[src/rtl/alu_exec_unit.sv]
// -----------------------------------------------------------------------------
// alu_exec_unit
//
// Execute-stage ALU with valid/ready handshakes on both sides. ADD, SUB, SLT,
// SLTU, XOR, OR, AND and zero-distance shifts complete in one cycle. SLL, SRL
// and SRA with a non-zero shift amount run on an iterative one-bit-per-cycle
// shifter, so the core stalls on shifts rather than carrying a barrel shifter.
//
// Build option:
//   ALU_FAST_SHIFT_EN  - when defined, shifts use a combinational barrel
//                        shifter and complete in one cycle; the SHIFT state is
//                        never entered and busy stays 0. Results are identical
//                        in both builds.
//
// Ports:
//   clk        rising-edge clock
//   rst        synchronous, active-high reset
//   in_valid   operation request
//   in_ready   unit can accept a request (high only in IDLE)
//   alu_op     0 ADD, 1 SUB, 2 SLL, 3 SLT, 4 SLTU, 5 XOR, 6 SRL, 7 SRA,
//              8 OR, 9 AND; 10-15 reserved (result 0)
//   op_a       operand A (rs1)
//   op_b       operand B (rs2 or immediate); bits [4:0] are the shift amount
//   out_valid  result available
//   out_ready  consumer accepts the result
//   result     operation result
//   zero       result == 0, valid whenever out_valid is high
//   busy       an iterative shift is in progress
// -----------------------------------------------------------------------------
module alu_exec_unit #(
  parameter int XLEN     = 32,
  parameter int ALU_OP_W = 4
) (
  input  logic                clk,
  input  logic                rst,
  input  logic                in_valid,
  output logic                in_ready,
  input  logic [ALU_OP_W-1:0] alu_op,
  input  logic [XLEN-1:0]     op_a,
  input  logic [XLEN-1:0]     op_b,
  output logic                out_valid,
  input  logic                out_ready,
  output logic [XLEN-1:0]     result,
  output logic                zero,
  output logic                busy
);

  localparam int SHAMT_W = 5;

  localparam logic [ALU_OP_W-1:0] OP_ADD  = ALU_OP_W'(0);
  localparam logic [ALU_OP_W-1:0] OP_SUB  = ALU_OP_W'(1);
  localparam logic [ALU_OP_W-1:0] OP_SLL  = ALU_OP_W'(2);
  localparam logic [ALU_OP_W-1:0] OP_SLT  = ALU_OP_W'(3);
  localparam logic [ALU_OP_W-1:0] OP_SLTU = ALU_OP_W'(4);
  localparam logic [ALU_OP_W-1:0] OP_XOR  = ALU_OP_W'(5);
  localparam logic [ALU_OP_W-1:0] OP_SRL  = ALU_OP_W'(6);
  localparam logic [ALU_OP_W-1:0] OP_SRA  = ALU_OP_W'(7);
  localparam logic [ALU_OP_W-1:0] OP_OR   = ALU_OP_W'(8);
  localparam logic [ALU_OP_W-1:0] OP_AND  = ALU_OP_W'(9);

  typedef enum logic [1:0] {
    IDLE  = 2'd0,
    SHIFT = 2'd1,
    DONE  = 2'd2
  } state_t;

  state_t            state_reg;
  logic              in_ready_reg;
  logic              out_valid_reg;
  logic              busy_reg;
  logic [XLEN-1:0]   result_reg;
  logic              zero_reg;

  logic [SHAMT_W-1:0] shamt;
  logic [XLEN-1:0]    alu_result;

  assign shamt = op_b[SHAMT_W-1:0];

  assign in_ready  = in_ready_reg;
  assign out_valid = out_valid_reg;
  assign busy      = busy_reg;
  assign result    = result_reg;
  assign zero      = zero_reg;

`ifdef ALU_FAST_SHIFT_EN
  // ---------------------------------------------------------------------------
  // Log-structured barrel shifter: stage gi shifts by 2**gi when shamt[gi] set.
  // ---------------------------------------------------------------------------
  logic [SHAMT_W:0][XLEN-1:0] bs_stage;
  logic [XLEN-1:0]            barrel_result;

  assign bs_stage[0]   = op_a;
  assign barrel_result = bs_stage[SHAMT_W];

  genvar gi;
  for (gi = 0; gi < SHAMT_W; gi++) begin : g_barrel
    localparam int DIST = 1 << gi;
    logic [XLEN-1:0] stage_shifted;

    always_comb begin
      stage_shifted = bs_stage[gi];
      case (alu_op)
        OP_SLL:  stage_shifted = bs_stage[gi] << DIST;
        OP_SRL:  stage_shifted = bs_stage[gi] >> DIST;
        OP_SRA:  stage_shifted = $signed(bs_stage[gi]) >>> DIST;
        default: stage_shifted = bs_stage[gi];
      endcase
    end

    assign bs_stage[gi+1] = shamt[gi] ? stage_shifted : bs_stage[gi];
  end
`else
  // ---------------------------------------------------------------------------
  // Iterative shifter state: working value, remaining distance and direction.
  // ---------------------------------------------------------------------------
  logic [XLEN-1:0]     shift_reg;
  logic [SHAMT_W-1:0]  cnt_reg;
  logic [ALU_OP_W-1:0] shift_op_reg;
  logic [XLEN-1:0]     shift_next;
  logic                is_shift;
  logic                start_iter;

  assign is_shift   = (alu_op == OP_SLL) || (alu_op == OP_SRL) || (alu_op == OP_SRA);
  // A zero-distance shift is just a copy of op_a and takes the one-cycle path.
  assign start_iter = is_shift && (shamt != '0);

  always_comb begin
    shift_next = shift_reg;
    case (shift_op_reg)
      OP_SLL:  shift_next = {shift_reg[XLEN-2:0], 1'b0};
      OP_SRL:  shift_next = {1'b0, shift_reg[XLEN-1:1]};
      OP_SRA:  shift_next = {shift_reg[XLEN-1], shift_reg[XLEN-1:1]};
      default: shift_next = shift_reg;
    endcase
  end
`endif

  // ---------------------------------------------------------------------------
  // Single-cycle result, computed straight from the request so it can be
  // registered at the accept edge.
  // ---------------------------------------------------------------------------
  always_comb begin
    alu_result = '0;
    case (alu_op)
      OP_ADD:  alu_result = op_a + op_b;
      OP_SUB:  alu_result = op_a - op_b;
      OP_SLT:  alu_result = {{(XLEN-1){1'b0}}, ($signed(op_a) < $signed(op_b))};
      OP_SLTU: alu_result = {{(XLEN-1){1'b0}}, (op_a < op_b)};
      OP_XOR:  alu_result = op_a ^ op_b;
      OP_OR:   alu_result = op_a | op_b;
      OP_AND:  alu_result = op_a & op_b;
`ifdef ALU_FAST_SHIFT_EN
      OP_SLL, OP_SRL, OP_SRA: alu_result = barrel_result;
`else
      // Only reaches the result register when shamt == 0.
      OP_SLL, OP_SRL, OP_SRA: alu_result = op_a;
`endif
      default: alu_result = '0;
    endcase
  end

  // ---------------------------------------------------------------------------
  // Control FSM with registered handshake/status outputs.
  // ---------------------------------------------------------------------------
  always_ff @(posedge clk) begin
    if (rst) begin
      state_reg     <= IDLE;
      in_ready_reg  <= 1'b1;
      out_valid_reg <= 1'b0;
      busy_reg      <= 1'b0;
      result_reg    <= '0;
      zero_reg      <= 1'b0;
`ifndef ALU_FAST_SHIFT_EN
      shift_reg     <= '0;
      cnt_reg       <= '0;
      shift_op_reg  <= '0;
`endif
    end else begin
      case (state_reg)
        IDLE: begin
          if (in_valid) begin
            in_ready_reg <= 1'b0;
`ifndef ALU_FAST_SHIFT_EN
            if (start_iter) begin
              shift_reg    <= op_a;
              cnt_reg      <= shamt;
              shift_op_reg <= alu_op;
              busy_reg     <= 1'b1;
              state_reg    <= SHIFT;
            end else
`endif
            begin
              result_reg    <= alu_result;
              zero_reg      <= (alu_result == '0);
              out_valid_reg <= 1'b1;
              state_reg     <= DONE;
            end
          end
        end

        SHIFT: begin
`ifndef ALU_FAST_SHIFT_EN
          shift_reg <= shift_next;
          cnt_reg   <= cnt_reg - 1'b1;
          // The shift performed with cnt_reg == 1 is the last one.
          if (cnt_reg == SHAMT_W'(1)) begin
            result_reg    <= shift_next;
            zero_reg      <= (shift_next == '0);
            out_valid_reg <= 1'b1;
            busy_reg      <= 1'b0;
            state_reg     <= DONE;
          end
`else
          // Unreachable in this build; fall back to a clean idle.
          busy_reg     <= 1'b0;
          in_ready_reg <= 1'b1;
          state_reg    <= IDLE;
`endif
        end

        DONE: begin
          // in_ready only comes back the cycle after the output handshake.
          if (out_ready) begin
            out_valid_reg <= 1'b0;
            in_ready_reg  <= 1'b1;
            state_reg     <= IDLE;
          end
        end

        default: begin
          out_valid_reg <= 1'b0;
          busy_reg      <= 1'b0;
          in_ready_reg  <= 1'b1;
          state_reg     <= IDLE;
        end
      endcase
    end
  end

endmodule

[config.mk]
export PLATFORM = sky130hd
export DESIGN_NAME = alu_exec_unit
export DESIGN_NICKNAME = d
export VERILOG_FILES = /design/src/rtl/alu_exec_unit.sv
export SDC_FILE = /design/constraint.sdc
export NUM_CORES = 1
export LEC_CHECK = 0
export ABC_CLOCK_PERIOD_IN_PS = 4500
export CORE_MARGIN = 2
export CORE_UTILIZATION = 35
export CTS_BUF_LIST = sky130_fd_sc_hd__clkbuf_16
export CTS_CLUSTER_SIZE = 14
export DETAILED_ROUTE_END_ITERATION = 12
export GPL_ROUTABILITY_DRIVEN = 0
export PLACE_DENSITY = 0.52
export SYNTH_ARGS = -nofsm -noshare
export SYNTH_HDL_FRONTEND = slang
export SYNTH_SLANG_ARGS = --single-unit
export TNS_END_PERCENT = 30
[constraint.sdc]
create_clock -name clk -period 4.5 [get_ports clk]
set_input_delay 0.9 -clock clk [delete_from_list [all_inputs] [get_ports clk]]
set_output_delay 0.9 -clock clk [all_outputs]
set_load 0.02 [all_outputs]
* After elaboration in Yosys (flattened, before gate mapping)
Cells that the tools add are included.
Word-level totals: ROM bits 0, logic and storage cells 89, input port bits 72, bits in latches 0, memories kept 0, register bits 79, RAM bits 0, output and inout bits 36
Cells by class: add/sub/neg operators 3, reduce and logical (&&, ||, !) cells 17, $lt $le $gt $ge 2, equal/unequal tests 20, div/mod/pow operators 0, muxes and demuxes 33, bitwise operators 5, multipliers 0, shift operators 0
Operators by type and width (number):
- one-hot mux 32 bit (8 select lines) | 1
- 2-to-1 mux 32 bit | 5
- one-hot mux 32 bit (2 select lines) | 2
- one-hot mux 32 bit (3 select lines) | 1
- zero test 32 bit | 2
- < comparator 32 bit | 2
- adder 32 bit | 1
- bitwise AND 32 bit | 1
- bitwise OR 32 bit | 1
- subtractor 32 bit | 1
- XOR 32 bit | 1
- == test 4 x 3 -> 1 bit (second input constant) | 6
- == test 4 x 2 -> 1 bit (second input constant) | 3
- 2-to-1 mux 1 bit | 12
- AND reduction 3 bit | 4
- AND reduction 4 bit | 3
- 2-to-1 mux 5 bit | 2
- inequality test 2 bit (second input constant) | 5
- one-hot mux 5 bit (2 select lines) | 1
- one-hot mux 1 bit (3 select lines) | 3
- == test 4 bit (second input constant) | 2
- 2-to-1 mux 2 bit | 4
- one-hot mux 2 bit (3 select lines) | 1
- == test 5 x 1 -> 1 bit (second input constant) | 1
- 13 further kinds | 15

* Depth between registers and ports, before layout
word-level depth 7, gate-level depth with buffers 15, mapped depth without buffers 15

* Worst setup path after synthesis
OpenSTA, ideal clock, no wires.
path kind input -> register, start in op_a[0], end reg zero_reg, in the netlist zero, library setup time 0.096 ns, setup slack 0.405 ns, stages on the path 13, arrival time 4.000 ns, buffers on the path 0, data required time 4.404 ns, path through ha_1 fa_1 a21o_1 and4b_1 o21ai_1 a21oi_1 a211o_1 a221o_1 or4_1 nor4_1 nand4b_1 nand4b_1 o41ai_2
On the way: longest elaborated chain between the ends 6, elaborated cells between the ends (all ways) 12, classes of those cells add/sub (2); order compare (2); mux (4); bitwise (3); reduce/logical (1)
Ends and longest elaborated chain:
- from (decl) | line 39 | input logic [XLEN-1:0] op_a,
- subtractor 32 bit, or another cell as far along | line 146 | OP_SUB: alu_result = op_a - op_b;
- one-hot mux 32 bit (8 select lines) (*) | line 144 | case (alu_op)
- zero test 32 bit (*) | line 194 | zero_reg <= (alu_result == '0);
- 2-to-1 mux 1 bit (*) | line 184 | if (start_iter) begin
- 2-to-1 mux 1 bit (*) | line 181 | if (in_valid) begin
- one-hot mux 1 bit (2 select lines) (*) | line 179 | case (state_reg)
- to (signal assigned) | line 194
- to (signal assigned) | line 208 | zero_reg <= (shift_next == '0);
- to (decl) | line 72 | logic zero_reg;
Every way passes the cells marked *; elsewhere a longest branch is shown, timed or not. The select of a mux whose other input is x is not followed. A chain may end at the register's enable or synchronous reset.

* Final worst setup path
start in op_a[9], end reg zero_reg, in the netlist zero
The elaborated chain is that of the path after synthesis.

==> results list <==
- The worst hold path was traced through 2 stages.
- For the worst flop-to-flop path, the logic depth is 13.
- Pins Over Slew Limit: 0
* Buf+Inv Stages, Crit Path: 4
* Cell breakdown of the critical path: clkdlybuf4s50_1 > inv_1 > ha_1 > buf_4 > inv_1 > a21oi_1 > o311ai_2 > nor2_4 > a211o_1 > a221o_1 > or4_4 > nor4_4 > nand4b_1 > nand4b_1 > o41ai_2
- CP startpoint kind: input pin
- Setup violations remaining at the end of the flow were counted as 0.
- Clock tree synthesis selected as its root buffer the cell sky130_fd_sc_hd__clkbuf_16.
- The first TritonRoute pass finished after 9 iterations.
- Synth top area cells: sky130_fd_sc_hd__dfxtp_1 (17%), sky130_fd_sc_hd__ha_1 (14%), sky130_fd_sc_hd__a21oi_1 (7.3%)
- Number of antenna violations at the first check in global routing: 0
- Core area: 26800 um^2
* Reg-to-reg critical path startpoint: cnt_reg[1]$_SDFFE_PP0P_
- Routed wl met3: 2.62 mm
* Global-route wire length before repair: 64.7 mm
* Fin area: 13800 um^2
- Detailed placement finished with a half-perimeter wire length of 32.5 mm.
- Num CTS Buffers: 9
- The largest single stage delay on the critical path is 0.55 ns.
* First-iteration detailed-routing DRC count: 1394
* Vias per cell: 5.89
* Critical path type: input pin to flip-flop
- Sequential area share after synthesis: 16.6%
- Total via count after detailed routing: 12195
* Cell with the largest stage delay on the worst path: sky130_fd_sc_hd__or4_4
- Share of final-layout standard cells stronger than drive strength 1: 25.6%
- Static timing analysis puts the maximum clock frequency at 228 MHz.
- Number of enable flip-flop cells after synthesis: 0
- In this run the most critical hold path is launched from result[30]$_SDFFE_PP0P_.
- Once placement finished, the instance area stood at 13100 um^2.
- Pin slew with the least headroom to its limit: 1.30 ns
- Across the run, the number of max-cap violations was 0.
- CP top delay family: compound AO/OA/AOI/OAI gates
- R2r setup slk: 1.17 ns
- Finished Core Util: 51.6%
* Number of endpoints with negative hold slack in the final report: 0
- Final Power: 3050 uW
- Count of buffers inserted at the top-level ports: 107
* Period Utilization, post-route: 97.3%
- In this run the power density over the cells is 221 nW/um^2.
- The min-delay analysis places its worst path in the category flip-flop to flip-flop.
- In the detailed route, the total length drawn on met2 is 19.4 mm.
* Buffers from clock root to sink, at most: 2
- Global routing used 28.6% of the available tracks.
- At the worst endpoint, the arrival time is 4.63 ns.
- In the synthesized netlist the async set-or-reset flop fraction comes to 0%.
- Synthesized instance count: 1389
- After global routing the overflow that remains totals 0.
- Clock tree synthesis found a total of 79 sinks.
- The later pin in the worst-skew pair is clocked with a latency of 0.34 ns.
- Post-layout minimum cycle time: 4.38 ns
* Leakage dissipation: 0.00600 uW
- Number of distinct standard cells referenced by the synthesized netlist: 81
- After synthesis the netlist holds a flip-flop and latch count of 79.
* CP endpoint kind: flip-flop
- YS warnings: 0
- Post-Synthesis Cell Area: 9530 um^2
* Worst hold path endpoint: result[30]$_SDFFE_PP0P_
- Post-synthesis average cell area: 6.86 um^2
* Most common cell after layout, fill and taps aside: sky130_fd_sc_hd__buf_4
- The count of nets left with antenna violations once routing finished came out at 0.
* Post-Route WL: 41.7 mm
- Post-DR wirelength/cell: 20.2 um
- Syn nets: 1568
- Synthesis-to-layout area growth: 45.3%
- Number of global-route vias before repair: 11572
- Width of the die: 169 um
- Total Nets Final: 1903
- Across all hold checks on the routed design, the worst slack comes to 0.452 ns.
- The worst-case IR drop observed on VDD is 0.000158 V.
- Post-synthesis cell type with the largest combined area: sky130_fd_sc_hd__dfxtp_1
* Clock tree from TritonCTS: done
- Htree depth: 3
- Row generation in the floorplan step produced 60 rows.
- Run status: finished clean
- The share of synthesized area in the top cell type comes to 16.6%.
* Main flop type after synthesis: sky130_fd_sc_hd__dfxtp_1
- Die outline height: 169 um
* Antenna Cells: 0
- Commonest non-fill, non-tap cells in the layout: sky130_fd_sc_hd__buf_4 (319), sky130_fd_sc_hd__nor2_1 (162), sky130_fd_sc_hd__nand2_1 (134)
* Reg-to-reg critical path endpoint: zero$_SDFFE_PP0P_
- Layout fillers: 2672
* Critical Path RT: 4.75 ns
- After clock tree synthesis, the clock-pin slew on the worst setup and hold paths is 0.06 ns.
- Die Footprint: 28600 um^2
* Number of I/O pins: 108
- Fin Clk Skew: 0.00763 ns
- Setup repair after global routing missed its margin: yes
- The worst pin sits at a relative slew slack of 13.1%.
* Number of remaining DRC errors: 0
* Metal1 wirelength: 17.9 mm
- Along the worst path, the maximum fanout reaches 5.
- Entering global routing, the biggest net connects 81 pins.
- Highest routed layer: met4
- The initial utilization of the core area, before any placement, comes to 35.5%.
-- worst min-delay path: stages, from the launching register on --
cell,delay (ns)
sky130_fd_sc_hd__dfxtp_1,0.31
sky130_fd_sc_hd__nand2_1,0.05
sky130_fd_sc_hd__a21oi_1,0.05
-- cell usage after synthesis, drive strengths merged, types with 7 or more instances --
master	instances
nor4	19
nor2	168
nor3	42
nand4	11
a222oi	24
clkbuf	98
dfxtp	79
a22oi	23
o22ai	16
a2111oi	7
a211o	8
o21bai	8
a211oi	25
or4	8
a21o	19
nor2b	12
nand2b	10
ha	105
o211ai	22
a221oi	32
a21oi	139
buf	8
inv	104
nand3	26
o21ai	69
a31oi	24
and3	8
nand2	134
o31ai	11
-- cell families (layout without fill, tap and decap cells) --
logic type | Yosys count | count (layout) | share of synthesized area [%]
AOI/OAI and AO/OA | 503 | 503 | 36.4
and+or+nand+nor | 481 | 481 | 23.6
buffers and inverters | 210 | 550 | 8.34
adders and majority gates | 107 | 107 | 14.2
DFF | 79 | 79 | 16.6
xor gates and xnor gates | 5 | 5 | 0.460
muxes | 4 | 4 | 0.433
-- layer usage --
| metal | vias to the layer above | global-route usage (%) |
|---|---|---|
| met5 | - | 0 |
| li1 | 5813 | - |
| met4 | 0 | 11.8 |
| met3 | 99 | 3.67 |
| met2 | 529 | 47.8 |
| met1 | 5754 | 37.3 |
-- per-stage QoR --
step | std cells | setup slack [ns] | setup TNS, ns
2_1_floorplan | 1389 | 0.405 | 0
3_3_place_gp | 2053 | -0.519 | -3.39
3_5_place_dp | 2053 | -0.570 | -3.81
4_1_cts | 2069 | 0.000524 | 0
5_1_grt | 2070 | -0.0788 | -0.200
6_report | 2070 | 0.121 | 0
-- area by class of cell --
type | instances | area (um^2) | share of cell area [%]
multi-input combinational | 1100 | 7610 | 55.0
timing repair buffer | 430 | 3520 | 25.4
sequential | 79 | 1580 | 11.4
tap | 341 | 427 | 3.08
inverter | 104 | 390 | 2.82
clock buffer | 9 | 225 | 1.63
clock inverter | 7 | 90.1 | 0.651
-- timing repair --
item | 4_1_cts | 5_1_grt
setup buffers | 0 | 1
hold buffers | 0 | 0
gates resized for setup | 21 | 69
pin swaps | 0 | 13
setup endpoints to repair | 5 | 7
-- worst max path at each step --
stage | start | end | slack, ns | depth (start not counted)
after floorplan | op_a[0] | zero$_SDFFE_PP0P_ | 0.40 | 13
after global placement | op_a[7] | zero$_SDFFE_PP0P_ | -0.52 | 14
after detailed placement | op_b[4] | zero$_SDFFE_PP0P_ | -0.57 | 16
after CTS | op_a[14] | zero$_SDFFE_PP0P_ | 0.0005 | 15
after global routing | op_a[9] | zero$_SDFFE_PP0P_ | -0.08 | 15
final | op_a[9] | zero$_SDFFE_PP0P_ | 0.12 | 15
-- power breakdown --
group          total [uW]  switching, uW  internal, uW
clock                 782            299           483
sequential            771           29.4           742
combinational        1500            814           688
Power figures use the tool's default switching activity.
